==> config.mk <==
export PLATFORM = sky130hd
export DESIGN_NAME = scalu_rs_flat
export DESIGN_NICKNAME = d
export VERILOG_FILES = /design/src/rtl/scalu_rs_pkg.sv /design/src/rtl/scalu_rs_if.sv /design/src/rtl/scalu_rs_select.sv /design/src/rtl/scalu_rs.sv /design/src/flat_wrapper.sv
export SDC_FILE = /design/constraint.sdc
export NUM_CORES = 1
export LEC_CHECK = 0
export ABC_CLOCK_PERIOD_IN_PS = 3000
export CAP_MARGIN = 10
export CORE_ASPECT_RATIO = 1.75
export CORE_MARGIN = 2
export CORE_UTILIZATION = 51
export CTS_CLUSTER_DIAMETER = 120
export DETAILED_ROUTE_END_ITERATION = 7
export GPL_ROUTABILITY_DRIVEN = 1
export PLACE_DENSITY_LB_ADDON = 0.1
export SYNTH_ARGS = -nofsm -noshare
export SYNTH_HDL_FRONTEND = slang
export SYNTH_SLANG_ARGS = --single-unit
==> constraint.sdc <==
create_clock -name clk -period 3 [get_ports clk]
set_input_delay 0.45 -clock clk [delete_from_list [all_inputs] [get_ports clk]]
set_output_delay 0.45 -clock clk [all_outputs]
set_load 0.01 [all_outputs]
==> src/rtl/scalu_rs_pkg.sv <==
// Shared types and constants for the scalar ALU reservation station.
package scalu_rs_pkg;

  localparam int unsigned XLEN    = 32;
  localparam int unsigned TAG_W   = 6;
  localparam int unsigned ROBID_W = 7;
  localparam int unsigned OP_W    = 5;

  localparam logic [OP_W-1:0] OP_ADD  = 5'd0;
  localparam logic [OP_W-1:0] OP_SUB  = 5'd1;
  localparam logic [OP_W-1:0] OP_SLL  = 5'd2;
  localparam logic [OP_W-1:0] OP_SLT  = 5'd3;
  localparam logic [OP_W-1:0] OP_SLTU = 5'd4;
  localparam logic [OP_W-1:0] OP_XOR  = 5'd5;
  localparam logic [OP_W-1:0] OP_SEQ  = 5'd6;
  localparam logic [OP_W-1:0] OP_SRL  = 5'd7;
  localparam logic [OP_W-1:0] OP_SRA  = 5'd8;
  localparam logic [OP_W-1:0] OP_OR   = 5'd9;
  localparam logic [OP_W-1:0] OP_AND  = 5'd10;

  typedef struct packed {
    logic [OP_W-1:0]    op;
    logic [ROBID_W-1:0] robid;
    logic [TAG_W-1:0]   rd;
    logic               op1_rdy;
    logic [TAG_W-1:0]   op1_tag;
    logic [XLEN-1:0]    op1;
    logic               op2_rdy;
    logic [TAG_W-1:0]   op2_tag;
    logic [XLEN-1:0]    op2;
  } rs_entry_t;

endpackage

==> src/rtl/scalu_rs_if.sv <==
// Dispatch, writeback, issue and control signals between rename, the RS and scalu.
interface scalu_rs_if;
  import scalu_rs_pkg::*;

  logic                disp_valid;
  logic [OP_W-1:0]     disp_op;
  logic [ROBID_W-1:0]  disp_robid;
  logic [TAG_W-1:0]    disp_rd;
  logic                disp_op1_rdy;
  logic                disp_op2_rdy;
  logic [TAG_W-1:0]    disp_op1_tag;
  logic [TAG_W-1:0]    disp_op2_tag;
  logic [XLEN-1:0]     disp_op1;
  logic [XLEN-1:0]     disp_op2;
  logic                rs_stall;
  logic                wb_valid;
  logic [TAG_W-1:0]    wb_rd;
  logic [XLEN-1:0]     wb_result;
  logic                exers_scalu_issue;
  logic [OP_W-1:0]     exers_scalu_op;
  logic [ROBID_W-1:0]  exers_robid;
  logic [TAG_W-1:0]    exers_rd;
  logic [XLEN-1:0]     exers_op1;
  logic [XLEN-1:0]     exers_op2;
  logic                scalu_stall;
  logic                rob_flush;

  modport master (
    output disp_valid, disp_op, disp_robid, disp_rd, disp_op1_rdy, disp_op2_rdy,
           disp_op1_tag, disp_op2_tag, disp_op1, disp_op2,
           wb_valid, wb_rd, wb_result, scalu_stall, rob_flush,
    input  rs_stall, exers_scalu_issue, exers_scalu_op, exers_robid, exers_rd,
           exers_op1, exers_op2
  );

  modport slave (
    input  disp_valid, disp_op, disp_robid, disp_rd, disp_op1_rdy, disp_op2_rdy,
           disp_op1_tag, disp_op2_tag, disp_op1, disp_op2,
           wb_valid, wb_rd, wb_result, scalu_stall, rob_flush,
    output rs_stall, exers_scalu_issue, exers_scalu_op, exers_robid, exers_rd,
           exers_op1, exers_op2
  );

endinterface

==> src/rtl/scalu_rs_select.sv <==
// Age matrix plus oldest-ready picker: older[i][j] = 1 when entry i was allocated before entry j.
module scalu_rs_select #(
  parameter int unsigned DEPTH = 4
) (
  input  logic             clk,
  input  logic             rst,
  input  logic [DEPTH-1:0] ready,
  input  logic [DEPTH-1:0] alloc,
  input  logic [DEPTH-1:0] free,
  input  logic             flush,
  output logic [DEPTH-1:0] grant
);

  logic [DEPTH-1:0][DEPTH-1:0] older;

  // New entry clears its row (older than nobody) and sets its column (everyone is older).
  always_ff @(posedge clk or negedge rst) begin
    if (!rst) begin
      older <= '0;
    end else if (flush) begin
      older <= '0;
    end else begin
      for (int unsigned i = 0; i < DEPTH; i++) begin
        for (int unsigned j = 0; j < DEPTH; j++) begin
          if (alloc[i])                older[i][j] <= 1'b0;
          else if (alloc[j] && i != j) older[i][j] <= 1'b1;
          else if (free[j])            older[i][j] <= 1'b0;
        end
      end
    end
  end

  always_comb begin
    grant = ready;
    for (int unsigned i = 0; i < DEPTH; i++) begin
      for (int unsigned j = 0; j < DEPTH; j++) begin
        if (ready[j] && older[j][i]) grant[i] = 1'b0;
      end
    end
  end

endmodule

==> src/rtl/scalu_rs.sv <==
// Reservation station for scalu: holds ops until operands arrive, issues the oldest ready op each cycle.
module scalu_rs
  import scalu_rs_pkg::*;
#(
  parameter int unsigned DEPTH = 4
) (
  input  logic       clk,
  input  logic       rst,
  scalu_rs_if.slave  bus
);

  logic [DEPTH-1:0] valid;
  logic [DEPTH-1:0] ready;
  logic [DEPTH-1:0] alloc_oh;
  logic [DEPTH-1:0] free_oh;
  logic [DEPTH-1:0] grant;
  rs_entry_t        ent [DEPTH];
  rs_entry_t        disp_ent;
  logic             full;
  logic             disp_fire;
  logic             issue_fire;
  logic             found;

  assign full      = &valid;
  assign disp_fire = bus.disp_valid & ~full & ~bus.rob_flush;

  always_comb begin
    alloc_oh = '0;
    found    = 1'b0;
    for (int unsigned i = 0; i < DEPTH; i++) begin
      if (!valid[i] && !found) begin
        alloc_oh[i] = disp_fire;
        found       = 1'b1;
      end
    end
  end

  // Dispatch-time bypass: an operand produced on this cycle's writeback is captured on entry.
  always_comb begin
    disp_ent.op      = bus.disp_op;
    disp_ent.robid   = bus.disp_robid;
    disp_ent.rd      = bus.disp_rd;
    disp_ent.op1_tag = bus.disp_op1_tag;
    disp_ent.op2_tag = bus.disp_op2_tag;
    disp_ent.op1_rdy = bus.disp_op1_rdy | (bus.wb_valid && bus.wb_rd == bus.disp_op1_tag);
    disp_ent.op2_rdy = bus.disp_op2_rdy | (bus.wb_valid && bus.wb_rd == bus.disp_op2_tag);
    disp_ent.op1     = bus.disp_op1_rdy ? bus.disp_op1 : bus.wb_result;
    disp_ent.op2     = bus.disp_op2_rdy ? bus.disp_op2 : bus.wb_result;
  end

  always_ff @(posedge clk) begin
    for (int unsigned i = 0; i < DEPTH; i++) begin
      if (alloc_oh[i]) begin
        ent[i] <= disp_ent;
      end else begin
        if (!ent[i].op1_rdy && bus.wb_valid && bus.wb_rd == ent[i].op1_tag) begin
          ent[i].op1_rdy <= 1'b1;
          ent[i].op1     <= bus.wb_result;
        end
        if (!ent[i].op2_rdy && bus.wb_valid && bus.wb_rd == ent[i].op2_tag) begin
          ent[i].op2_rdy <= 1'b1;
          ent[i].op2     <= bus.wb_result;
        end
      end
    end
  end

  always_ff @(posedge clk or negedge rst) begin
    if (!rst)               valid <= '0;
    else if (bus.rob_flush) valid <= '0;
    else                    valid <= (valid & ~free_oh) | alloc_oh;
  end

  always_comb begin
    for (int unsigned i = 0; i < DEPTH; i++) begin
      ready[i] = valid[i] & ent[i].op1_rdy & ent[i].op2_rdy;
    end
  end

  scalu_rs_select #(.DEPTH(DEPTH)) u_select (
    .clk   (clk),
    .rst   (rst),
    .ready (ready),
    .alloc (alloc_oh),
    .free  (free_oh),
    .flush (bus.rob_flush),
    .grant (grant)
  );

  assign bus.exers_scalu_issue = (|ready) & ~bus.rob_flush;
  assign issue_fire            = bus.exers_scalu_issue & ~bus.scalu_stall;
  assign free_oh               = grant & {DEPTH{issue_fire}};
  assign bus.rs_stall          = full;

  always_comb begin
    bus.exers_scalu_op = '0;
    bus.exers_robid    = '0;
    bus.exers_rd       = '0;
    bus.exers_op1      = '0;
    bus.exers_op2      = '0;
    for (int unsigned i = 0; i < DEPTH; i++) begin
      if (grant[i]) begin
        bus.exers_scalu_op = ent[i].op;
        bus.exers_robid    = ent[i].robid;
        bus.exers_rd       = ent[i].rd;
        bus.exers_op1      = ent[i].op1;
        bus.exers_op2      = ent[i].op2;
      end
    end
  end

endmodule

==> src/flat_wrapper.sv <==
// flat-port wrapper written by rule: the top's interface ports become plain ports
module scalu_rs_flat import scalu_rs_pkg::*;
#(
  parameter int unsigned DEPTH = 4
)
  (clk, rst, bus_disp_valid, bus_disp_op, bus_disp_robid, bus_disp_rd, bus_disp_op1_rdy, bus_disp_op2_rdy, bus_disp_op1_tag, bus_disp_op2_tag, bus_disp_op1, bus_disp_op2, bus_wb_valid, bus_wb_rd, bus_wb_result, bus_scalu_stall, bus_rob_flush, bus_rs_stall, bus_exers_scalu_issue, bus_exers_scalu_op, bus_exers_robid, bus_exers_rd, bus_exers_op1, bus_exers_op2);
  scalu_rs_if bus_i ();
  input  logic clk;
  input  logic rst;
  input wire logic [$bits(bus_i.disp_valid)-1:0] bus_disp_valid;
  input wire logic [$bits(bus_i.disp_op)-1:0] bus_disp_op;
  input wire logic [$bits(bus_i.disp_robid)-1:0] bus_disp_robid;
  input wire logic [$bits(bus_i.disp_rd)-1:0] bus_disp_rd;
  input wire logic [$bits(bus_i.disp_op1_rdy)-1:0] bus_disp_op1_rdy;
  input wire logic [$bits(bus_i.disp_op2_rdy)-1:0] bus_disp_op2_rdy;
  input wire logic [$bits(bus_i.disp_op1_tag)-1:0] bus_disp_op1_tag;
  input wire logic [$bits(bus_i.disp_op2_tag)-1:0] bus_disp_op2_tag;
  input wire logic [$bits(bus_i.disp_op1)-1:0] bus_disp_op1;
  input wire logic [$bits(bus_i.disp_op2)-1:0] bus_disp_op2;
  input wire logic [$bits(bus_i.wb_valid)-1:0] bus_wb_valid;
  input wire logic [$bits(bus_i.wb_rd)-1:0] bus_wb_rd;
  input wire logic [$bits(bus_i.wb_result)-1:0] bus_wb_result;
  input wire logic [$bits(bus_i.scalu_stall)-1:0] bus_scalu_stall;
  input wire logic [$bits(bus_i.rob_flush)-1:0] bus_rob_flush;
  output wire logic [$bits(bus_i.rs_stall)-1:0] bus_rs_stall;
  output wire logic [$bits(bus_i.exers_scalu_issue)-1:0] bus_exers_scalu_issue;
  output wire logic [$bits(bus_i.exers_scalu_op)-1:0] bus_exers_scalu_op;
  output wire logic [$bits(bus_i.exers_robid)-1:0] bus_exers_robid;
  output wire logic [$bits(bus_i.exers_rd)-1:0] bus_exers_rd;
  output wire logic [$bits(bus_i.exers_op1)-1:0] bus_exers_op1;
  output wire logic [$bits(bus_i.exers_op2)-1:0] bus_exers_op2;
  assign bus_i.disp_valid = bus_disp_valid;
  assign bus_i.disp_op = bus_disp_op;
  assign bus_i.disp_robid = bus_disp_robid;
  assign bus_i.disp_rd = bus_disp_rd;
  assign bus_i.disp_op1_rdy = bus_disp_op1_rdy;
  assign bus_i.disp_op2_rdy = bus_disp_op2_rdy;
  assign bus_i.disp_op1_tag = bus_disp_op1_tag;
  assign bus_i.disp_op2_tag = bus_disp_op2_tag;
  assign bus_i.disp_op1 = bus_disp_op1;
  assign bus_i.disp_op2 = bus_disp_op2;
  assign bus_i.wb_valid = bus_wb_valid;
  assign bus_i.wb_rd = bus_wb_rd;
  assign bus_i.wb_result = bus_wb_result;
  assign bus_i.scalu_stall = bus_scalu_stall;
  assign bus_i.rob_flush = bus_rob_flush;
  assign bus_rs_stall = bus_i.rs_stall;
  assign bus_exers_scalu_issue = bus_i.exers_scalu_issue;
  assign bus_exers_scalu_op = bus_i.exers_scalu_op;
  assign bus_exers_robid = bus_i.exers_robid;
  assign bus_exers_rd = bus_i.exers_rd;
  assign bus_exers_op1 = bus_i.exers_op1;
  assign bus_exers_op2 = bus_i.exers_op2;
  scalu_rs #(.DEPTH(DEPTH)) u_core (.clk(clk), .rst(rst), .bus(bus_i));
endmodule
==> impl_metrics.csv <==
group,metric,value,unit
outcome,outcome,"finished, violations left",
outcome,violations,"negative setup slack",
job,cap_violations,0,
cts,insertion_delay,0.55,ns
logic_synthesis,synth_nets,1418,
pwr,power.leakage,0.00865,µW
sta,drv_slew,0,
global_routing,antenna_found_initial,4,
logic_synthesis,synth_ff_type,"edfxtp_1",
finish,nets,1692,
global_routing,grt.overflow.total,0,
die,die_area,0.0379,mm²
routing,wl_per_cell,27.8,µm
pwr,internal_power,9750,µW
critical_path,worstPathArrival,2.61,ns
cts,postCtsHoldBufs,0,
die,rows,92,
sta,finalHoldViolCount,0,
pwr,p_switching,3040,µW
worst_hold_path,hold_path_class,"input port to async pin",
global_routing,grt_first_pass_wirelength,82600,µm
routing,ant_nets,0,
pwr,p_clk_share,37.1,%
pwr,finalPower,12800,µW
die,core_area,0.0359,mm²
finish,drive_gt1_share,34.9,%
finish,final_cells,2055,
routing,first_iter_violations,925,
sta,grt_setup_unrepaired,"yes",
finish,areaGrowthSynthToFinish,30.4,%
pwr,p_comb_share,12.5,%
cts,cts_sinks,400,
finish,n_fill_cell,2644,
global_routing,grt_max_degree,53,
cts,tritoncts,"done",
critical_path,critPathMaxFanout,4,
sta,fin_crit,3.06,ns
placement,dp.cells,1959,
pwr,power_density,529,mW/mm²
logic_synthesis,avgSynthCellArea,14.5,µm²
logic_synthesis,synth.distinct_cells,47,
logic_synthesis,synth_top_area_cell,"edfxtp_1",
sta,slew_headroom,50.2,%
pwr,p_seq_share,50.4,%
finish,multi_input_area,0.00688,mm²
finish,ff_latch_area,0.0119,mm²
routing,drc,0,
logic_synthesis,yosysSeqAreaShare,64.3,%
logic_synthesis,ys_seq_elements,400,
routing,routed_wl,57200,µm
finish,final_cell_mix,"382 x edfxtp_1, 141 x clkdlybuf4s50_1, 118 x mux2_2",
critical_path,worstSetupStartpointType,"flop",
placement,io_buffer_count,223,
critical_path,endpoint_kind,"primary output",
routing,via_per_inst,6.24,
cts,clk_pin_slew,0.07,ns
logic_synthesis,yosysWarnings,0,
placement,place_hpwl,34200,µm
cts,cts_root_buf,"clkbuf_16",
sta,skew,0.0197,ns
cts,cts.path.max_buffers,3,
routing,firstDrtPassIters,5,
critical_path,cp.required,2.55,ns
global_routing,grt_pass1_vias,13500,
logic_synthesis,ys_async_sr_fraction,4.00,%
sta,min_period_over_period,102,%
sta,setup_viol,37,
sta,max_slew.worst_pin.slew,0.744,ns
die,floorplan.initialDensity,51.6,%
cts,htree_levels,2,
die,fp.dieW,148,µm
sta,timing.hold.ws,0.348,ns
logic_synthesis,netlist_area,0.0185,mm²
pwr,ir_drop,0.504,mV
cts,numCtsBuffers,38,
logic_synthesis,synthCells,1278,
critical_path,critPathKind,"flop to primary output",
die,die_h,256,µm
die,ios,224,
pwr,sw_frac_of_total,23.8,%
logic_synthesis,synth_top_area_share,61.9,%
sta,max_freq,0.326,GHz
finish,final_common_cell,"edfxtp_1",
logic_synthesis,synth-edff-count,382,
global_routing,grtUsageTotal,29.1,%
sta,tns,-1.05,ns
sta,fin_ws,-0.0639,ns
logic_synthesis,synth.top_cells.by_area,"edfxtp_1 62%, mux2_2 7.2%, mux2_4 4.9%",
placement,globalplace.congestion,0.892,
routing,vias,12800,
-- final cells by class --
class	count	share of cell area, %
flip-flops and latches	400	49.3
multi-input cells	773	28.5
repair buffers	332	14.7
clock buffers	42	4.00
well taps	470	2.43
clock inverters	27	0.994
inverters	7	0.109
diodes	4	0.0414
-- through the flow --
stage	setup WS, ns	instance area, µm²	utilization, %
2_1_floorplan	0.105	18500	-
3_3_place_gp	-0.0566	22100	61.5
4_1_cts	-0.0763	23800	66.3
3_5_place_dp	-0.0659	22100	61.5
6_report	-0.0639	24200	67.3
5_1_grt	-0.100	24200	67.3
-- flip-flops by register name (all words and copies together) (netlist names) --
register / flops
u_core.u_select.older: 12
u_core.valid: 4
u_core.ent: 384
-- per-layer routing --
metal | GRT usage, % | up-vias | part of all wire (%)
li1 | - | 5595 | -
met1 | 33.3 | 6507 | 35
met5 | 0 | - | 0
met4 | 14.0 | 0 | 4.9
met2 | 52.8 | 582 | 54
met3 | 4.17 | 139 | 6.0
-- cells by family after synthesis --
kind of cell           after synthesis  share of synthesized area, %
flip-flops                         400                          64.3
XOR/XNOR                            60                          2.84
buffers and inverters              105                          2.78
AO/OA/AOI/OAI                      330                          12.1
AND/OR/NAND/NOR                    189                          5.00
multiplexers                       194                          13.0
-- what timing repair did --
item / 4_1_cts / 5_1_grt
pin swaps: 73 / 23
gates cloned: 7 / 6
setup buffers: 8 / 4
setup endpoints to repair: 82 / 74
gates resized for setup: 381 / 68
-- path summary, 6_finish.rpt --
check / start / end / slack, ns / depth (start not counted)
worst min-delay path: rst / u_core.u_select.older[9] / 0.35 / 1
min in group clk: u_core.u_select.older[6] / u_core.u_select.older[6] / 0.52 / 1
max in group asynchronous: rst / u_core.u_select.older[2] / 2.18 / 1
worst min register to register: u_core.u_select.older[6] / u_core.u_select.older[6] / 0.52 / 1
worst max register to register: u_core.ent[0][77] / u_core.ent[0][68] / 0.51 / 8
worst max-delay path: u_core.ent[3][77] / bus_exers_op2[29] / -0.06 / 8
-- critical path, stage by stage (launching register included) --
cell and delay, ns:
edfxtp_1 0.44, nand4_1 0.18, and4_4 0.23, and4b_4 0.37, buf_4 0.16, buf_4 0.16, a221oi_1 0.09, o21ai_1 0.25
buf_2 0.19
-- synth_stat cells, drive strengths merged, types with 3 or more instances --
| cell | count |
|---|---|
| a31o | 5 |
| nand2 | 114 |
| o21ai | 167 |
| and4 | 3 |
| nand4 | 13 |
| mux2 | 192 |
| nor3 | 6 |
| or3 | 3 |
| inv | 7 |
| dfrtp | 16 |
| xor2 | 46 |
| and3 | 4 |
| a22o | 64 |
| xnor2 | 14 |
| nand3b | 3 |
| a221oi | 82 |
| nor2 | 12 |
| clkbuf | 49 |
| nand3 | 8 |
| nor3b | 3 |
| buf | 49 |
| nor4 | 9 |
| nand2b | 7 |
| a21o | 3 |
| a22oi | 3 |
| edfxtp | 382 |
-- power groups by stage --
stage	sequential (µW)	clock, µW	combinational (µW)
after floorplan	6510	0	707
after global placement	6520	0	1480
after detailed placement	6530	0	1510
after CTS	6430	4800	1550
after global routing	6450	5000	1680
final	6440	4750	1600
Note: power is estimated with default switching activity, not from simulation.
